### config.mk
export PLATFORM = sky130hd
export DESIGN_NAME = serv_seq
export DESIGN_NICKNAME = d
export VERILOG_FILES = /design/src/rtl/serv_seq_pkg.sv /design/src/rtl/serv_seq_cnt.sv /design/src/rtl/serv_seq.sv
export SDC_FILE = /design/constraint.sdc
export NUM_CORES = 1
export LEC_CHECK = 0
export ABC_AREA = 1
export CORE_MARGIN = 4
export CORE_UTILIZATION = 51
export DETAILED_ROUTE_END_ITERATION = 8
export GPL_ROUTABILITY_DRIVEN = 0
export PLACE_DENSITY = 0.82
export SKIP_CTS_REPAIR_TIMING = 1
export SLEW_MARGIN = 20
export SYNTH_ARGS = -nofsm -noshare
export SYNTH_HDL_FRONTEND = slang
export SYNTH_HIERARCHICAL = 1
export SYNTH_SLANG_ARGS = --single-unit
### constraint.sdc
create_clock -name clk -period 4.9 [get_ports clk]
set_clock_uncertainty 0.2 [all_clocks]
set_input_delay 0.735 -clock clk [delete_from_list [all_inputs] [get_ports clk]]
set_output_delay 0.735 -clock clk [all_outputs]
set_load 0.01 [all_outputs]
### src/rtl/serv_seq_pkg.sv
// Shared types and constants for the SERV bit-serial sequencer.
package serv_seq_pkg;

    localparam int SEQ_CNT_W    = 5;
    localparam int SEQ_CNT_LAST = (1 << SEQ_CNT_W) - 1;

    typedef enum logic [1:0] {
        FETCH = 2'd0,
        INIT  = 2'd1,
        MEM   = 2'd2,
        RUN   = 2'd3
    } seq_state_t;

endpackage

### src/rtl/serv_seq_cnt.sv
// Bit counter shared by all serial units: counts while enabled, wraps naturally
// from all-ones to zero, and is held at zero while cleared.
module serv_seq_cnt
    import serv_seq_pkg::*;
#(
    parameter int CNT_W = SEQ_CNT_W
) (
    input  logic             clk,
    input  logic             i_rst,
    input  logic             i_en,
    input  logic             i_clr,
    output logic [CNT_W-1:0] o_cnt,
    output logic             o_last
);

    localparam logic [CNT_W-1:0] CNT_ONE  = CNT_W'(1);
    localparam logic [CNT_W-1:0] CNT_LAST = {CNT_W{1'b1}};

    always_ff @(posedge clk) begin
        if (i_rst || i_clr) begin
            o_cnt <= '0;
        end else if (i_en) begin
            o_cnt <= o_cnt + CNT_ONE;
        end
    end

    assign o_last = (o_cnt == CNT_LAST);

endmodule

### src/rtl/serv_seq.sv
// SERV instruction sequencer: FETCH -> [INIT] -> [MEM] -> RUN serial passes.
// Trap capture (i_trap_req, i_misalign, o_trap) exists only with SERV_SEQ_TRAP_EN.
module serv_seq
    import serv_seq_pkg::*;
#(
    parameter int CNT_W = SEQ_CNT_W
) (
    input  logic             clk,
    input  logic             i_rst,
    input  logic             i_ibus_ack,
    input  logic             i_two_stage,
    input  logic             i_mem_op,
    input  logic             i_trap_req,
    input  logic             i_misalign,
    input  logic             i_dbus_ack,
    output logic             o_en,
    output logic             o_pc_en,
    output logic             o_init,
    output logic [CNT_W-1:0] o_cnt,
    output logic             o_cnt_done,
    output logic             o_dbus_cyc,
    output logic             o_trap
);

    seq_state_t state;
    logic       two_stage_q;
    logic       mem_op_q;
    logic       trap_q;
    logic       cnt_last;
    logic       fetch_trap;
    logic       init_trap;

`ifdef SERV_SEQ_TRAP_EN
    assign fetch_trap = i_trap_req;
    assign init_trap  = trap_q | i_misalign;
`else
    logic unused_trap_inputs;
    assign unused_trap_inputs = i_trap_req | i_misalign;
    assign fetch_trap = 1'b0;
    assign init_trap  = 1'b0;
`endif

    // The counter runs exactly when the datapath is enabled, so it sits at 0
    // through FETCH and MEM and wraps on its own at the end of each pass.
    serv_seq_cnt #(
        .CNT_W (CNT_W)
    ) u_cnt (
        .clk    (clk),
        .i_rst  (i_rst),
        .i_en   (o_en),
        .i_clr  (!o_en),
        .o_cnt  (o_cnt),
        .o_last (cnt_last)
    );

    assign o_cnt_done = o_en & cnt_last;

    always_ff @(posedge clk) begin
        if (i_rst) begin
            state       <= FETCH;
            two_stage_q <= 1'b0;
            mem_op_q    <= 1'b0;
            trap_q      <= 1'b0;
            o_en        <= 1'b0;
            o_pc_en     <= 1'b0;
            o_init      <= 1'b0;
            o_dbus_cyc  <= 1'b0;
            o_trap      <= 1'b0;
        end else begin
            case (state)
                FETCH: begin
                    if (i_ibus_ack) begin
                        two_stage_q <= i_two_stage;
                        mem_op_q    <= i_mem_op;
                        trap_q      <= fetch_trap;
                        o_en        <= 1'b1;
                        // A trap entry never needs operand preparation.
                        if (i_two_stage && !fetch_trap) begin
                            state  <= INIT;
                            o_init <= 1'b1;
                        end else begin
                            state   <= RUN;
                            o_pc_en <= 1'b1;
                            o_trap  <= fetch_trap;
                        end
                    end
                end
                INIT: begin
                    if (cnt_last) begin
                        trap_q <= init_trap;
                        o_init <= 1'b0;
                        if (init_trap || !(mem_op_q && two_stage_q)) begin
                            state   <= RUN;
                            o_pc_en <= 1'b1;
                            o_trap  <= init_trap;
                        end else begin
                            state      <= MEM;
                            o_en       <= 1'b0;
                            o_dbus_cyc <= 1'b1;
                        end
                    end
                end
                MEM: begin
                    if (i_dbus_ack) begin
                        state      <= RUN;
                        o_en       <= 1'b1;
                        o_pc_en    <= 1'b1;
                        o_dbus_cyc <= 1'b0;
                        o_trap     <= trap_q;
                    end
                end
                RUN: begin
                    if (cnt_last) begin
                        state       <= FETCH;
                        two_stage_q <= 1'b0;
                        mem_op_q    <= 1'b0;
                        trap_q      <= 1'b0;
                        o_en        <= 1'b0;
                        o_pc_en     <= 1'b0;
                        o_trap      <= 1'b0;
                    end
                end
                default: begin
                    state <= FETCH;
                end
            endcase
        end
    end

endmodule
==> impl_metrics.env, run 1 <==
export IMPL_startpoint_type="flop"
export IMPL_pwr_share_clk_pct=13.6
export IMPL_final_layout_size_suffix_gt1_share_pct=8.462
export IMPL_vias_per_cell=5.069
export IMPL_drv_slew=0
export IMPL_max_clock_path_buffers=2
export IMPL_cellLeakagePower_nw=0.4410
export IMPL_synth_yosys_seq_area_share_pct=33.60
export IMPL_power_share_combinational_pct=53.6
export IMPL_drtIter0Drc=10
export IMPL_grt_setup_unrepaired="no"
export IMPL_status="finished, final reports clean"
export IMPL_fp_dieW_um=46.97
export IMPL_hold_ws_ns=0.2885
export IMPL_synth_seq_cells=13
export IMPL_synthTopCellsByCount="nand2_1, nor2_1, inv_1"
export IMPL_max_freq_mhz=356.4
export IMPL_synth_main_ff_cell="dfxtp_1"
export IMPL_synth_most_common_cell="nand2_1"
export IMPL_drtPass1Iterations=4
export IMPL_cts_sinks=13
export IMPL_io_pins=19
export IMPL_hold_path_class="flop to flop"
export IMPL_ir_drop_uv=312.3
export IMPL_finalSetupViolCount=0
export IMPL_drv_cap=0
export IMPL_grt_max_degree=13
export IMPL_seq_power_share_pct=32.8
export IMPL_pre_cts_ws_ns=2.407
export IMPL_hold_violations=0
export IMPL_core_area_sq_um=1366
export IMPL_cp_arrival_ns=1.87
export IMPL_portBuffers=15
export IMPL_dieArea_sq_um=2206
export IMPL_cts_made_buffers=3
export IMPL_synth_top_area_share_pct=33.60
export IMPL_gr_total_overflow=0
export IMPL_ant_nets=0
export IMPL_antenna_found_initial=0
export IMPL_finalCriticalPeriod_ns=2.806
export IMPL_dp_cells=141
export IMPL_via_count=735
export IMPL_syn_avg_cell_area_sq_um=6.915
export IMPL_required_ns=3.96
export IMPL_powerDensity_nw_per_um2=511.9
export IMPL_num_nets_final=147
export IMPL_syn_num_nets=128
export IMPL_fin_cells=145
export IMPL_grt_pass1_wl_um=2697
export IMPL_cts_tree="built"
export IMPL_detailedPlacementHpwl_um=1304
export IMPL_setup_ws_ns=2.094
export IMPL_p_switching_w=0.0002212
export IMPL_drt_wl_total_um=1673
export IMPL_h_tree_depth=1
export IMPL_ys_warnings_count=6
export IMPL_swShare_pct=44.90
export IMPL_clkTransAtPathRegs_ns=0.08
export IMPL_synth_cell_types=17
export IMPL_fin_tns_setup_ns=0
export IMPL_antenna_diode_count=0
export IMPL_cts_root_buffer="clkbuf_4"
export IMPL_grt_pass1_vias=624
export IMPL_cp_end_kind="primary output"
export IMPL_min_period_over_period_pct=57.26
export IMPL_grt_use_total_pct=17.35
export IMPL_worstSkewPairLatency_ns=0.27
export IMPL_worstPathMaxFanout=5
export IMPL_critPathKind="flop to primary output"
export IMPL_yosys_area_top_type="dfxtp_1"
export IMPL_syn2layout_area_growth_pct=24.23
export IMPL_synth_edff_count=0
export IMPL_drc=0
export IMPL_die_h_um=46.97
export IMPL_routedWlPerCell_um=11.54
export IMPL_std_cell_rows=13
export IMPL_synth_cells=112
export IMPL_syn_area_sq_um=774.5
export IMPL_synthArstFlopShare_pct=0
export IMPL_internal_power_w=0.0002714
export IMPL_start_util_pct=56.69
export IMPL_synthTopCellsByArea="dfxtp_1, ha_1, nand2_1"
-- through the flow --
stage	util, %	total power [W]	cell area, sq um
global route	70.42	0.0005375	962.2
CTS	70.42	0.0004954	962.2
floorplan	-	0.0003463	774.5
finish	70.42	0.0004926	962.2
detailed placement	68.50	0.0004242	935.9
global placement	68.50	0.0004080	935.9
-- path summary, 6_finish.rpt --
path	startpoint	to	slack (ns)	depth (start not counted)
setup / recovery	u_cnt/o_cnt[0]$_SDFFE_PP0P_	o_cnt_done	2.09	6
hold / removal	o_init$_SDFFE_PP0P_	o_init$_SDFFE_PP0P_	0.29	2
setup reg to reg	u_cnt/o_cnt[0]$_SDFFE_PP0P_	state[0]$_SDFFE_PP0P_	3.06	9
hold reg to reg	o_init$_SDFFE_PP0P_	o_init$_SDFFE_PP0P_	0.29	2
-- critical path, cell delays in order (launching register included) --
cell and delay [ns]:
dfxtp_1 0.41, ha_1 0.22, and3_1 0.17, ha_1 0.15, nand2_1 0.05, inv_1 0.07, clkdlybuf4s50_1 0.53
-- metal layers --
metal	global-route usage [%]	wire length (um)	part of all wire, %	vias up
met5	0	0	0	-
met4	8.287	39	2.3	0
met3	3.831	80	4.8	6
met2	26.56	739	44	19
met1	23.04	814	49	323
li1	-	-	-	387
-- cells in the final DEF, fill, tap and decap left out --
cell type         n
dfxtp_1          13
inv_1            15
ha_1              8
clkbuf_4          3
clkdlybuf4s50_1  15
nand3_1           7
nor2_4            1
o21ai_1           1
nand2_4           1
clkbuf_1          1
a21oi_1           9
and3_1            1
nor2_2            1
nand2_1          20
o21ai_0           9
nand2_2           5
o21a_1            1
conb_1            1
nor2_1           18
-- power groups by stage --
stage | clock network [W] | registers, W | logic (W)
after floorplan | 0 | 0.000165 | 0.000182
after global placement | 0 | 0.000163 | 0.000245
after detailed placement | 0 | 0.000164 | 0.000260
after CTS | 0.0000714 | 0.000161 | 0.000262
after global routing | 0.0000754 | 0.000167 | 0.000295
final | 0.0000669 | 0.000162 | 0.000264
-- cell families (layout without fill, tap and decap cells) --
family | Yosys count | count (layout) | synth area share (%)
adders and majority gates | 8 | 8 | 12.92
buffers and inverters | 16 | 34 | 8.239
other | 1 | 1 | 0.4842
and+or+nand+nor | 54 | 54 | 31.50
AOI/OAI and AO/OA | 20 | 20 | 13.25
DFF | 13 | 13 | 33.60
-- final cells by class --
cell class                      instances  area, sq um
Clock buffer                            4        26.28
Multi-Input combinational cell         83        450.4
Fill cell                             119        404.1
Sequential cell                        13        260.3
Inverter                               15        56.30
Tap cell                               15        18.77
Timing Repair Buffer                   15        150.1
-- registers in the layout, indices dropped and copies added, names as in the netlist --
name         count
state            2
two_stage_q      1
o_dbus_cyc       1
mem_op_q         1
o_pc_en          1
u_cnt/o_cnt      5
o_init           1
o_en             1
Power figures use the tool's default switching activity.
==> run 2, diff against run 1 <==
Settings changed: CORE_UTILIZATION 51 to 47, PLACE_DENSITY 0.82 to 0.77.
Clock period 4.9 ns to 2.6 ns, I/O delays scaled along.
==> impl_metrics.env, run 2 (same netlist as run 1, synthesis figures left out) <==
export IMPL_status="finished, final reports clean"
export IMPL_power_share_combinational_pct=52.9
export IMPL_h_tree_depth=1
export IMPL_cellLeakagePower_nw=0.4437
export IMPL_grt_setup_unrepaired="no"
export IMPL_cp_end_kind="primary output"
export IMPL_powerDensity_nw_per_um2=940.9
export IMPL_grt_pass1_wl_um=2891
export IMPL_nFillCells=148
export IMPL_portBuffers=15
export IMPL_largest_register="u_cnt/o_cnt"
export IMPL_dieArea_sq_um=2361
export IMPL_cts_made_buffers=3
export IMPL_start_util_pct=50.82
export IMPL_syn2layout_area_growth_pct=24.56
export IMPL_drc=0
export IMPL_drv_cap=0
export IMPL_fp_dieW_um=48.60
export IMPL_required_ns=2.01
export IMPL_max_freq_mhz=407.7
export IMPL_max_clock_path_buffers=2
export IMPL_startpoint_type="flop"
export IMPL_cts_tree="built"
export IMPL_final_cell_mix="nand2_1, nor2_1, inv_1, clkdlybuf4s50_1, dfxtp_1"
export IMPL_detailedPlacementHpwl_um=1289
export IMPL_gr_total_overflow=0
export IMPL_pwr_share_clk_pct=13.7
export IMPL_internal_power_w=0.0005054
export IMPL_die_h_um=48.60
export IMPL_worstSkewPairLatency_ns=0.27
export IMPL_largest_register_ffs=5
export IMPL_seq_power_share_pct=33.4
export IMPL_clkTransAtPathRegs_ns=0.08
export IMPL_hold_ws_ns=0.2836
export IMPL_final_area_sq_um=964.7
export IMPL_fin_tns_setup_ns=0
export IMPL_drt_wl_total_um=1639
export IMPL_ir_drop_uv=610.5
export IMPL_cp_arrival_ns=1.86
export IMPL_worstPathMaxFanout=5
export IMPL_hold_path_class="flop to flop"
export IMPL_drv_slew=0
export IMPL_drtPass1Iterations=5
export IMPL_min_period_over_period_pct=94.34
export IMPL_antenna_found_initial=0
export IMPL_swShare_pct=44.32
export IMPL_final_common_cell="nand2_1"
export IMPL_routedWlPerCell_um=11.23
export IMPL_antenna_diode_count=0
export IMPL_io_pins=19
export IMPL_finalSetupViolCount=0
export IMPL_drtIter0Drc=6
export IMPL_power_w=0.0009077
export IMPL_cts_root_buffer="clkbuf_4"
export IMPL_cts_sinks=13
export IMPL_std_cell_rows=14
export IMPL_ant_nets=0
export IMPL_critPathKind="flop to primary output"
export IMPL_via_count=731
export IMPL_num_nets_final=147
export IMPL_p_switching_w=0.0004023
export IMPL_hold_violations=0
export IMPL_vias_per_cell=5.007
export IMPL_core_area_sq_um=1524
export IMPL_place_area_sq_um=937.1
export IMPL_grt_use_total_pct=14.58
export IMPL_final_layout_size_suffix_gt1_share_pct=9.231
export IMPL_finalCriticalPeriod_ns=2.453
export IMPL_reg_top3="u_cnt/o_cnt (5), state (2)"
export IMPL_grt_pass1_vias=660
export IMPL_grt_max_degree=13
run 2: changes by cell type in the layout (fill, tap and decap cells not counted):
cell,delta
clkbuf_1,-1
clkinv_2,+1
run 2: final timing paths:
check / start / end / slack [ns] / depth (start not counted)
setup / recovery: u_cnt/o_cnt[0]$_SDFFE_PP0P_ / o_cnt_done / 0.15 / 6
hold / removal: o_init$_SDFFE_PP0P_ / o_init$_SDFFE_PP0P_ / 0.28 / 2
setup reg to reg: u_cnt/o_cnt[0]$_SDFFE_PP0P_ / o_pc_en$_SDFFE_PP0P_ / 0.76 / 10
hold reg to reg: o_init$_SDFFE_PP0P_ / o_init$_SDFFE_PP0P_ / 0.28 / 2
run 2: critical path, stage by stage, from the launching register on:
cell and delay [ns]:
dfxtp_1 0.41, ha_1 0.21, and3_1 0.17, ha_1 0.16
nand2_1 0.06, inv_1 0.06, clkdlybuf4s50_1 0.53
run 2: through the flow:
step	util [%]	cells	worst slack, ns
finish	63.30	146	0.1471
global route	63.30	146	0.02017
CTS	63.30	146	0.1406
detailed placement	61.49	142	0.4504
global placement	61.49	142	0.4742
floorplan	-	112	0.8714
run 2: power groups by stage:
stage	logic (W)	registers [W]	clock network, W
5_1_grt	0.000540	0.000314	0.000141
4_1_cts	0.000479	0.000304	0.000129
3_5_place_dp	0.000477	0.000308	0
6_report	0.000480	0.000303	0.000124
2_1_floorplan	0.000342	0.000310	0
3_3_place_gp	0.000464	0.000306	0
run 2: final cells by class:
type	instances	area, sq um	area share (%)
timing repair buffer	15	150.1	15.56
sequential	13	260.3	26.98
inverter	15	56.30	5.837
clock inverter	1	5.005	0.5188
multi-input combinational	83	450.4	46.69
clock buffer	3	22.52	2.335
tap	16	20.02	2.075
run 2: routing by layer:
metal | wire (um) | vias to the layer above | GRT usage (%)
met5 | 0 | - | 0
met4 | 17 | 0 | 4.933
met3 | 76 | 4 | 3.988
met2 | 771 | 16 | 23.70
met1 | 774 | 323 | 18.39
li1 | - | 388 | -
